$ cat config.mk
export PLATFORM = sky130hd
export DESIGN_NAME = instr_fetch_unit_flat
export DESIGN_NICKNAME = d
export VERILOG_FILES = /design/src/rtl/instr_fetch_unit_if.sv /design/src/rtl/instr_fetch_unit.sv /design/src/flat_wrapper.sv
export SDC_FILE = /design/constraint.sdc
export NUM_CORES = 1
export LEC_CHECK = 0
export ABC_AREA = 1
export BUFFER_PORTS_ARGS = -buffer_cell sky130_fd_sc_hd__buf_4
export CAP_MARGIN = 0
export CORE_MARGIN = 4
export CORE_UTILIZATION = 59
export CTS_CLUSTER_DIAMETER = 150
export DETAILED_ROUTE_END_ITERATION = 8
export HOLD_SLACK_MARGIN = 0.12
export PLACE_DENSITY = 0.8
export SYNTH_ARGS = -nofsm -noshare
export SYNTH_HDL_FRONTEND = slang
export SYNTH_SLANG_ARGS = --single-unit
$ cat constraint.sdc
create_clock -name clk -period 4.2 [get_ports clk]
set_clock_uncertainty 0.05 [all_clocks]
set_input_delay 0.84 -clock clk [delete_from_list [all_inputs] [get_ports clk]]
set_output_delay 0.84 -clock clk [all_outputs]
set_load 0.01 [all_outputs]
$ cat src/rtl/instr_fetch_unit_if.sv
// Fetch-unit bus bundle: program-memory request/response, decode handshake and redirect.
// "master" is the fetch unit side, "slave" is the memory/core side.
interface instr_fetch_unit_if #(
    parameter int ADDR_WIDTH = 32
);
    logic                  mem_req_valid;
    logic                  mem_req_ready;
    logic [ADDR_WIDTH-1:0] mem_req_addr;
    logic                  mem_rsp_valid;
    logic [31:0]           mem_rsp_data;
    logic                  instr_valid;
    logic                  instr_ready;
    logic [31:0]           instr_data;
    logic [ADDR_WIDTH-1:0] instr_pc;
    logic                  redirect_valid;
    logic [ADDR_WIDTH-1:0] redirect_pc;

    modport master (
        output mem_req_valid, mem_req_addr,
        input  mem_req_ready, mem_rsp_valid, mem_rsp_data,
        output instr_valid, instr_data, instr_pc,
        input  instr_ready, redirect_valid, redirect_pc
    );

    modport slave (
        input  mem_req_valid, mem_req_addr,
        output mem_req_ready, mem_rsp_valid, mem_rsp_data,
        input  instr_valid, instr_data, instr_pc,
        output instr_ready, redirect_valid, redirect_pc
    );
endinterface

$ cat src/rtl/instr_fetch_unit.sv
// Instruction fetch stage: credit-limited program-memory requests, in-order prefetch FIFO
// and redirect flush that discards every response still owed to the old path.
module instr_fetch_unit #(
    parameter int                    ADDR_WIDTH = 32,
    parameter logic [ADDR_WIDTH-1:0] RESET_PC   = '0,
    parameter int                    DEPTH      = 4
) (
    input  logic                   clk,
    input  logic                   reset,
    instr_fetch_unit_if.master     bus
);
    localparam int PW = $clog2(DEPTH);
    localparam int CW = PW + 1;
    localparam logic [CW:0] DEPTH_C = (CW + 1)'(DEPTH);

    logic                  active;
    logic [ADDR_WIDTH-1:0] fetch_pc;
    logic [ADDR_WIDTH-1:0] rsp_pc;
    logic [CW-1:0]         outstanding;
    logic [CW-1:0]         drop;
    logic [CW-1:0]         count;
    logic [PW-1:0]         rd_ptr;
    logic [PW-1:0]         wr_ptr;
    logic [31:0]           data_q [DEPTH];
    logic [ADDR_WIDTH-1:0] pc_q   [DEPTH];

    logic                  req_fire;
    logic                  push;
    logic                  pop;
    logic [CW:0]           in_use;
    logic [ADDR_WIDTH-1:0] redirect_base;
    logic [CW-1:0]         outstanding_nxt;
    logic [CW-1:0]         drop_nxt;
    logic [CW-1:0]         count_nxt;

    // Slots already promised (live in-flight requests plus buffered words) bound the request rate,
    // so every accepted response is guaranteed room without any backpressure path.
    assign in_use            = {1'b0, outstanding} - {1'b0, drop} + {1'b0, count};
    assign bus.mem_req_valid = active && (in_use < DEPTH_C);
    assign bus.mem_req_addr  = fetch_pc;
    assign bus.instr_valid   = (count != '0);
    assign bus.instr_data    = data_q[rd_ptr];
    assign bus.instr_pc      = pc_q[rd_ptr];

    assign req_fire      = bus.mem_req_valid && bus.mem_req_ready;
    assign push          = bus.mem_rsp_valid && (drop == '0) && !bus.redirect_valid;
    assign pop           = bus.instr_valid && bus.instr_ready;
    assign redirect_base = bus.redirect_pc & ~ADDR_WIDTH'(3);

    always_comb begin
        outstanding_nxt = outstanding + CW'(req_fire) - CW'(bus.mem_rsp_valid);
        drop_nxt        = drop;
        count_nxt       = count + CW'(push) - CW'(pop);
        if (bus.redirect_valid) begin
            drop_nxt  = outstanding_nxt;
            count_nxt = '0;
        end else if (bus.mem_rsp_valid && (drop != '0)) begin
            drop_nxt = drop - CW'(1);
        end
    end

    always_ff @(posedge clk or negedge reset) begin
        if (!reset) begin
            active      <= 1'b0;
            fetch_pc    <= RESET_PC;
            rsp_pc      <= RESET_PC;
            outstanding <= '0;
            drop        <= '0;
            count       <= '0;
            rd_ptr      <= '0;
            wr_ptr      <= '0;
            for (int i = 0; i < DEPTH; i++) begin
                data_q[i] <= '0;
                pc_q[i]   <= '0;
            end
        end else begin
            active      <= 1'b1;
            outstanding <= outstanding_nxt;
            drop        <= drop_nxt;
            count       <= count_nxt;
            if (bus.redirect_valid) begin
                fetch_pc <= redirect_base;
                rsp_pc   <= redirect_base;
                rd_ptr   <= '0;
                wr_ptr   <= '0;
            end else begin
                if (req_fire) begin
                    fetch_pc <= fetch_pc + ADDR_WIDTH'(4);
                end
                if (push) begin
                    data_q[wr_ptr] <= bus.mem_rsp_data;
                    pc_q[wr_ptr]   <= rsp_pc;
                    wr_ptr         <= wr_ptr + PW'(1);
                    rsp_pc         <= rsp_pc + ADDR_WIDTH'(4);
                end
                if (pop) begin
                    rd_ptr <= rd_ptr + PW'(1);
                end
            end
        end
    end
endmodule

$ cat src/flat_wrapper.sv
// flat-port wrapper written by rule: the top's interface ports become plain ports
module instr_fetch_unit_flat 
#(
    parameter int                    ADDR_WIDTH = 32,
    parameter logic [ADDR_WIDTH-1:0] RESET_PC   = '0,
    parameter int                    DEPTH      = 4
)
  (clk, reset, bus_mem_req_valid, bus_mem_req_addr, bus_mem_req_ready, bus_mem_rsp_valid, bus_mem_rsp_data, bus_instr_valid, bus_instr_data, bus_instr_pc, bus_instr_ready, bus_redirect_valid, bus_redirect_pc);
  instr_fetch_unit_if #(.ADDR_WIDTH(ADDR_WIDTH)) bus_i ();
  input  logic clk;
  input  logic reset;
  output wire logic [$bits(bus_i.mem_req_valid)-1:0] bus_mem_req_valid;
  output wire logic [$bits(bus_i.mem_req_addr)-1:0] bus_mem_req_addr;
  input wire logic [$bits(bus_i.mem_req_ready)-1:0] bus_mem_req_ready;
  input wire logic [$bits(bus_i.mem_rsp_valid)-1:0] bus_mem_rsp_valid;
  input wire logic [$bits(bus_i.mem_rsp_data)-1:0] bus_mem_rsp_data;
  output wire logic [$bits(bus_i.instr_valid)-1:0] bus_instr_valid;
  output wire logic [$bits(bus_i.instr_data)-1:0] bus_instr_data;
  output wire logic [$bits(bus_i.instr_pc)-1:0] bus_instr_pc;
  input wire logic [$bits(bus_i.instr_ready)-1:0] bus_instr_ready;
  input wire logic [$bits(bus_i.redirect_valid)-1:0] bus_redirect_valid;
  input wire logic [$bits(bus_i.redirect_pc)-1:0] bus_redirect_pc;
  assign bus_mem_req_valid = bus_i.mem_req_valid;
  assign bus_mem_req_addr = bus_i.mem_req_addr;
  assign bus_i.mem_req_ready = bus_mem_req_ready;
  assign bus_i.mem_rsp_valid = bus_mem_rsp_valid;
  assign bus_i.mem_rsp_data = bus_mem_rsp_data;
  assign bus_instr_valid = bus_i.instr_valid;
  assign bus_instr_data = bus_i.instr_data;
  assign bus_instr_pc = bus_i.instr_pc;
  assign bus_i.instr_ready = bus_instr_ready;
  assign bus_i.redirect_valid = bus_redirect_valid;
  assign bus_i.redirect_pc = bus_redirect_pc;
  instr_fetch_unit #(.ADDR_WIDTH(ADDR_WIDTH), .RESET_PC(RESET_PC), .DEPTH(DEPTH)) u_core (.clk(clk), .reset(reset), .bus(bus_i));
endmodule
### After elaboration in Yosys (flattened, before gate mapping)

Cells that the tools add are included.

* word-level logic and storage cells: 71
* input port bits: 70
* output and inout port bits: 98
* register bits: 334

* order comparisons: 4
* muxes and demuxes: 21
* bitwise logic cells: 3
* $add $sub $neg: 11
* reductions and logical operators: 16

Operator list (number)
* 32-bit 2-to-1 mux: 9
* 128-bit bitwise mux: 2
* 32-bit binary-select mux with 2-bit select: 2
* 32-bit by 3-bit adder with 32-bit output (second input constant): 2
* 32-bit demux with 2-bit select: 1
* 3-bit 2-to-1 mux: 3
* 2-bit 2-to-1 mux: 4
* 2-bit nonzero test: 4
* 1-bit logical AND: 7
* 3-bit by 1-bit adder with 3-bit output: 2
* 3-bit >= comparator (second input constant): 2
* 2-bit NOT with 3-bit output: 2
* 3-bit nonzero test: 2
* 3-bit by 1-bit subtractor with 3-bit output: 2
* 2-bit by 1-bit adder with 2-bit output (second input constant): 2
* 4-bit by 3-bit adder with 4-bit output: 1
* 4-bit by 3-bit < comparator with 1-bit output (second input constant): 1
* 3-bit by 3-bit subtractor with 4-bit output: 1
* 3-bit zero test: 1
* 3-bit by 1-bit < comparator with 1-bit output (second input constant): 1
* 3-bit by 1-bit subtractor with 3-bit output (second input constant): 1
* 2-bit AND reduction: 1
* 1-bit zero test: 1
* 1-bit NOT: 1

### Longest topological paths before layout

Gate-level depths: netlist (run 1).

* depth after elaboration: 8
* gate-level depth with buffers: 16
* mapped depth without buffers: 16

### Least setup slack after synthesis (run 1)

No wires, ideal clock.

* path kind: reg-to-reg
* start: reg u_core.count[1]
* end: reg u_core.drop[2]
* required time: 4068 ps
* clock period less this slack: 3171 ps
* setup time: 82 ps
* path buffers: 0
* arrival: 3038 ps
* stages on the path, launching flop included: 16
* setup slack: 1029 ps
* path through: dfrtp_1 inv_1 fa_1 inv_1 ha_1 nand3_1 a21oi_1 nor2_4 nand3_4 clkinv_1 ha_1 fa_1 xnor2_1 xor2_1 nor2_1 o22ai_1

* cells in the longest elaborated chain, start to end: 7

Ends and longest elaborated chain
* from (decl): RTL line instr_fetch_unit.sv:21 `logic [CW-1:0] count;`
* from (signal assigned): RTL line instr_fetch_unit.sv:80 `count <= count_nxt;`
* 4-bit by 3-bit adder with 4-bit output: RTL line instr_fetch_unit.sv:38 `assign in_use = {1'b0, outstanding} - {1'b0, drop} + {1'b0, count};`
* 4-bit by 3-bit < comparator with 1-bit output: RTL line instr_fetch_unit.sv:39 `assign bus.mem_req_valid = active && (in_use < DEPTH_C);`
* 1-bit logical AND: RTL line instr_fetch_unit.sv:39
* 1-bit logical AND: RTL line instr_fetch_unit.sv:45 `assign req_fire = bus.mem_req_valid && bus.mem_req_ready;`
* 3-bit by 1-bit adder with 3-bit output: RTL line instr_fetch_unit.sv:51 `outstanding_nxt = outstanding + CW'(req_fire) - CW'(bus.mem_rsp_valid);`
* 3-bit by 1-bit subtractor with 3-bit output: RTL line instr_fetch_unit.sv:51
* via u_core.outstanding_nxt[2]: RTL line instr_fetch_unit.sv:32 `logic [CW-1:0] outstanding_nxt;`
* 3-bit 2-to-1 mux: RTL line instr_fetch_unit.sv:54 `if (bus.redirect_valid) begin`
* to (signal assigned): RTL line instr_fetch_unit.sv:79 `drop <= drop_nxt;`
* to (decl): RTL line instr_fetch_unit.sv:20 `logic [CW-1:0] drop;`

The timed path passes the listed nets, and every way through them passes these cells.
A chain may end at the register's enable or synchronous reset.

### Worst setup path after layout (run 1)

Same ends and word-level chain as after synthesis.

==> results of run 1 <==
[layer usage]
metal  part of all wire (%)  up-vias
li1                       -     6753
met1                     43     6784
met2                     48      576
met3                    6.9       73
met4                    2.3        0
met5                      0        -
[logic make-up (layout without fill, tap and decap cells)]
logic type | count (synthesis) | in the layout
adders and majority gates | 19 | 19
other | 2 | 5
xor gates and xnor gates | 10 | 10
AOI/OAI and AO/OA | 520 | 520
and+or+nand+nor | 871 | 871
buffers and inverters | 253 | 381
DFF | 322 | 322
[power by group]
part | internal, mW | leakage, nW | switching (mW) | total, mW
combinational | 1.76 | 4.12 | 2.52 | 4.29
sequential | 3.84 | 4.28 | 0.591 | 4.43
clock | 1.79 | 0.557 | 1.19 | 2.98
[per-stage QoR]
step / instances / power (mW)
floorplan: 2000 / 6.940
global placement: 2402 / 8.571
detailed placement: 2402 / 8.727
CTS: 2463 / 11.74
global route: 2463 / 12.50
finish: 2463 / 11.69
[worst max-delay path by stage]
stage                         start        endpoint  slack [ps]
floorplan           u_core.count[1]  u_core.drop[2]        1030
finish              u_core.count[1]  u_core.drop[2]         500
global route        u_core.count[1]  u_core.drop[2]         300
global placement    u_core.count[1]  u_core.drop[2]         660
CTS                 u_core.count[1]  u_core.drop[2]         480
detailed placement  u_core.count[1]  u_core.drop[2]         500
[cell usage in the layout, fill, tap and decap left out, types with 2 or more instances in the layout]
| cell type | n |
|---|---|
| fa_1 | 4 |
| o21ai_0 | 401 |
| nand3_4 | 2 |
| o21ai_1 | 4 |
| inv_1 | 133 |
| clkinv_2 | 5 |
| nor3_1 | 12 |
| nand3_1 | 78 |
| nand2_4 | 5 |
| nor2_4 | 6 |
| o211ai_1 | 6 |
| ha_1 | 15 |
| dfrtp_1 | 320 |
| nand2_1 | 532 |
| clkbuf_1 | 8 |
| buf_12 | 5 |
| nand2_2 | 7 |
| o221ai_1 | 5 |
| nor2_1 | 216 |
| clkinv_1 | 3 |
| conb_1 | 5 |
| clkbuf_8 | 10 |
| nand4_1 | 5 |
| clkbuf_16 | 37 |
| inv_2 | 3 |
| a31oi_1 | 3 |
| o22ai_1 | 63 |
| buf_4 | 174 |
| xor2_1 | 9 |
| a21oi_1 | 23 |
| nand3b_1 | 2 |
| o21bai_1 | 3 |
| nor2_2 | 3 |
| o21ai_2 | 10 |
[state kept, by name, summed over array words and instances, names as in the netlist]
name and count:
u_core.wr_ptr 2, u_core.bus.mem_req_addr 30, u_core.rsp_pc 30, u_core.rd_ptr 2, u_core.outstanding 3, u_core.count 3
u_core.drop 3, u_core.active 1, u_core.data_q 128, u_core.pc_q 120
[worst max-delay path, cell delays in order (launching register included)]
cell	delay, ps
dfrtp_1	380
inv_1	110
fa_1	540
inv_1	40
ha_1	290
nand3_1	110
a21oi_1	250
nor2_4	80
nand3_4	150
clkinv_1	350
ha_1	330
fa_1	380
xnor2_1	180
xor2_1	200
nor2_1	60
o22ai_1	120
[cell type report]
cell class | instances | area, µm²
clock buffer | 55 | 1094
clock inverter | 6 | 36.28
fill | 2084 | 7940
inverter | 140 | 526.8
multi-input combinational | 1425 | 6706
sequential | 322 | 8063
tap | 335 | 419.2
timing repair buffer | 180 | 1421
==> impl_metrics.ini, run 1 <==
[critical_path]
r2r_start = u_core.count[1]
critPathLaunchType = flip-flop
r2r_end = u_core.drop[2]
r2r_cells = 15
critPathKind = reg2reg
crit_required_ps = 4580
end_kind = flip-flop
cp_max_fo = 10
arrival_ps = 4080
rrSetupSlack_ps = 500

[yosys]
yosys_warnings = 0
synth_top_family_by_area = simple AND/OR/NAND/NOR gates
yosysSeqAreaShare_pct = 51.03
synthXorXnorAreaFrac_pct = 0.5546
yosys_register_bits = 322
synthTopCellsByArea = dfrtp_1, o21ai_0, nand2_1, nor2_1, inv_1
synthAdderAreaFrac_pct = 1.696
synth_enable_flop_cells = 0
netlist_area_um2 = 15790
synthTopCellsByCount = nand2_1, o21ai_0, dfrtp_1
muxShareOfSynthArea_pct = 0
async_flop_share_pct = 100.0
synth_top_area_cell = dfrtp_1
synthSimpleGateAreaFrac_pct = 22.43
yosysMostFrequentCell = nand2_1
synth_cell_type_count = 40
avgSynthCellArea_um2 = 7.908
yosys_most_used_dff = dfrtp_1
synth_top_area_share_pct = 51.03
synth_compound_area_share_pct = 17.54
postSynthCellCount = 1997

[worst_hold_path]
hp-class = in2async

[status]
status = complete, no violations

[timing]
rsz0062_at_grt = no
setup_ws_ps = 495.5
post-route-period-util_pct = 88.20
hold_viol = 0
setup_viol = 0
maxSlewViolCount = 0
layout_min_cycle_time_ps = 3704
max_slew_margin_pct = 32.07
max_slew.worst_pin.slew_ps = 1013
fmax_mhz = 269.9
whs_ps = 305.1
tns_ps = 0

[final_layout]
final_nets = 2194
num_antenna_cells = 0
final_area_um2 = 18270
drive_above_1_share_pct = 12.88
final_core_util_pct = 69.70
areaGrowthSynthToFinish_pct = 15.67

[global_routing]
grt_pass1_vias = 13567
antenna_found_initial = 0
met1_usage_pct = 37.58
grtUsageMet3_pct = 4.114
grt_max_degree = 98
use_met2_pct = 46.13
grt-ovfl-total = 0
grt_pass1_wl_um = 66620
top_usage_layer = met2
track_usage_pct = 27.41

[pwr]
pwr_density_cell_nw_per_um2 = 640.2
leakagePower_nw = 8.955
vdd_drop_max_mv = 0.3320

[drt]
wirelength_um = 40500
vias = 14186
antenna_left = 0
drt_iter0_markers = 1336
drt_pass1_iterations = 5
drc = 0
vias_per_cell = 5.760
wl_per_cell_um = 16.44

[floorplan]
pin_count = 168
initial_core_util_pct = 60.26
die_area_um2 = 29450
die_w_um = 171.6
rows = 59
coreArea_um2 = 26210
fp.dieH_um = 171.6

[cts]
insertion_delay_ps = 510
tritoncts.num_buffers = 36
holdBufCountCts = 0
cts_buffer_depth = 3
cts_root_buf = clkbuf_16
cts_sinks = 322
clkTransAtPathRegs_ps = 60
cts_resized = 0
post_cts.repair.setup_buffers = 0
cts_tree = built
cts_htree_levels = 2

[placed_design]
place_ws_ps = 495.9
hpwl_um = 25860
gp_congestion = 0.9675
port_buffers = 161
placed_cell_area_um2 = 17140

[job]
maxCapViolCount = 0
(Power assumes the default switching activity.)
==> run 2: changes to the inputs <==
--- a/config.mk
+++ b/config.mk
@@ -9,8 +9,9 @@
 export BUFFER_PORTS_ARGS = -buffer_cell sky130_fd_sc_hd__buf_4
 export CAP_MARGIN = 0
-export CORE_MARGIN = 4
+export CORE_MARGIN = 2
 export CORE_UTILIZATION = 59
 export CTS_CLUSTER_DIAMETER = 150
 export DETAILED_ROUTE_END_ITERATION = 8
+export GPL_TIMING_DRIVEN = 0
 export HOLD_SLACK_MARGIN = 0.12
 export PLACE_DENSITY = 0.8
--- a/constraint.sdc
+++ b/constraint.sdc
@@ -3,3 +3,3 @@
 set_input_delay 0.84 -clock clk [delete_from_list [all_inputs] [get_ports clk]]
 set_output_delay 0.84 -clock clk [all_outputs]
-set_load 0.01 [all_outputs]
+set_load 0.005 [all_outputs]
==> impl_metrics.ini, run 2 (synthesis gave the netlist of run 1 again) <==
[final_layout]
final_nets = 2289
top_register = u_core.data_q
final_core_util_pct = 71.26
layout_commonest_cell = nand2_1
mostFrequentLayoutCells = nand2_1, o21ai_0, dfrtp_1
fin_cells = 2556
drive_above_1_share_pct = 13.91
largest_reg_flops = 128
areaGrowthSynthToFinish_pct = 18.26
reg_top3 = u_core.data_q (128), u_core.pc_q (120)
num_antenna_cells = 0

[timing]
max_slew.worst_pin.slew_ps = 826.8
setup_viol = 0
post-route-period-util_pct = 90.67
maxSlewViolCount = 0
layout_min_cycle_time_ps = 3808
fmax_mhz = 262.6
whs_ps = 256.4
max_slew_margin_pct = 44.88
setup_ws_ps = 391.7
rsz0062_at_grt = no
hold_viol = 0

[global_routing]
antenna_found_initial = 0
grt_pass1_vias = 14874
track_usage_pct = 34.22
grt_pass1_wl_um = 76830
grt-ovfl-total = 0
grt_max_degree = 113

[critical_path]
crit_chain = inv_1, fa_1, inv_1, ha_1, nand3_1, a21oi_1, nor2_4, nand3_4, clkinv_1, ha_1, fa_1, xnor2_1, xor2_1, nor2_1, o22ai_1
cp_max_fo = 10
crit_required_ps = 4580
cp.depth = 15
critPathLaunchType = flip-flop
end_kind = flip-flop
r2r_cells = 15
crit_path_max_incr_delay_ps = 540
slowest_stage = fa_1
cp_top_family = adder cells
crit_buf_inv = 3
arrival_ps = 4190
r2r_start = u_core.count[1]
rrSetupSlack_ps = 390
critPathKind = reg2reg
r2r_end = u_core.drop[2]

[pwr]
pwr_density_cell_nw_per_um2 = 637.0
pwr-share-comb_pct = 35.9
internal_power_mw = 7.583
p_sw_mw = 4.313
clockPowerShare_pct = 27.0
vdd_drop_max_mv = 0.3352
pwr-share-seq_pct = 37.2
netSwitchingFraction_pct = 36.26
leakagePower_nw = 9.098

[placed_design]
dp.cells = 2498
gp_congestion = 0.9530
port_buffers = 161
place_ws_ps = 411.1
hpwl_um = 32360

[cts]
clkTransAtPathRegs_ps = 60
cts_tree = built
holdBufCountCts = 0
post_cts.repair.setup_buffers = 0
cts_sinks = 322
cts_buffer_depth = 3
tritoncts.num_buffers = 35
cts_resized = 0
cts_root_buf = clkbuf_16
insertion_delay_ps = 510
cts_htree_levels = 2

[floorplan]
initial_core_util_pct = 60.26
pin_count = 168
coreArea_um2 = 26210
rows = 59
fp.dieH_um = 167.6
die_area_um2 = 28090
die_w_um = 167.6

[drt]
drt_pass1_iterations = 5
wirelength_um = 47350
drt_iter0_markers = 1565
antenna_left = 0
vias_per_cell = 5.908
vias = 15101
wl_per_cell_um = 18.53
drc = 0

[job]
maxCapViolCount = 0

[status]
status = complete, no violations

[worst_hold_path]
hp-class = in2async
-- run 2: cell count changes in the layout (fill, tap and decap cells not counted), moves of 2 or more --
cell | previous run | this run
clkbuf_1 | 8 | 62
buf_4 | 174 | 165
nand2_4 | 5 | 1
bufinv_16 | 0 | 5
clkbuf_8 | 10 | 4
buf_6 | 0 | 2
dfrtp_1 | 320 | 322
buf_2 | 0 | 47
buf_12 | 5 | 1
buf_16 | 0 | 2
nand2_2 | 7 | 11
-- run 2: routing by layer --
layer / global-route usage, % / part of all wire, %
met5: 0 / 0
met4: 15.61 / 4.3
met3: 5.814 / 8.5
met2: 56.90 / 48
met1: 44.28 / 39
-- run 2: final cells by class --
class,count,area [µm²]
sequential,322,8058
buffer,113,533.0
clock buffer,45,974.7
fill,2133,7531
inverter,140,525.5
tap,335,419.2
timing repair buffer,163,1271
clock inverter,13,207.7
multi-input combinational,1425,6686
-- run 2: stage by stage --
step / TNS (ps) / power (mW) / cell area [µm²]
after floorplan: 0 / 6.712 / 15800
after global placement: -209800 / 8.488 / 17430
after detailed placement: 0 / 8.649 / 17490
after CTS: 0 / 11.88 / 18680
after global routing: 0 / 12.61 / 18680
final: 0 / 11.90 / 18680
-- run 2: worst register-to-register path, delay by kind of cell (launching register included) --
| kind | cells | cell delay, ps |
|---|---|---|
| adders and majority gates | 4 | 1570 |
| and+or+nand+nor | 4 | 410 |
| DFF | 1 | 380 |
| AOI/OAI and AO/OA | 2 | 350 |
| xor gates and xnor gates | 2 | 420 |
| buffers and inverters | 3 | 550 |
-- run 2: worst max-delay path by stage --
stage	start	end	slack [ps]
3_5_place_dp	u_core.count[1]	u_core.drop[2]	410
3_3_place_gp	reset	u_core.bus.mem_req_addr[23]	-680
2_1_floorplan	u_core.count[1]	u_core.drop[2]	1030
4_1_cts	u_core.count[1]	u_core.drop[2]	400
5_1_grt	u_core.drop[2]	u_core.drop[2]	180
6_report	u_core.count[1]	u_core.drop[2]	390
-- run 2: power by group through the flow --
stage / registers [mW] / clock network, mW / logic [mW]
after detailed placement: 4.44 / 0 / 4.21
after global routing: 4.51 / 3.35 / 4.74
after global placement: 4.41 / 0 / 4.07
final: 4.42 / 3.21 / 4.27
after floorplan: 4.30 / 0 / 2.41
after CTS: 4.40 / 3.23 / 4.26
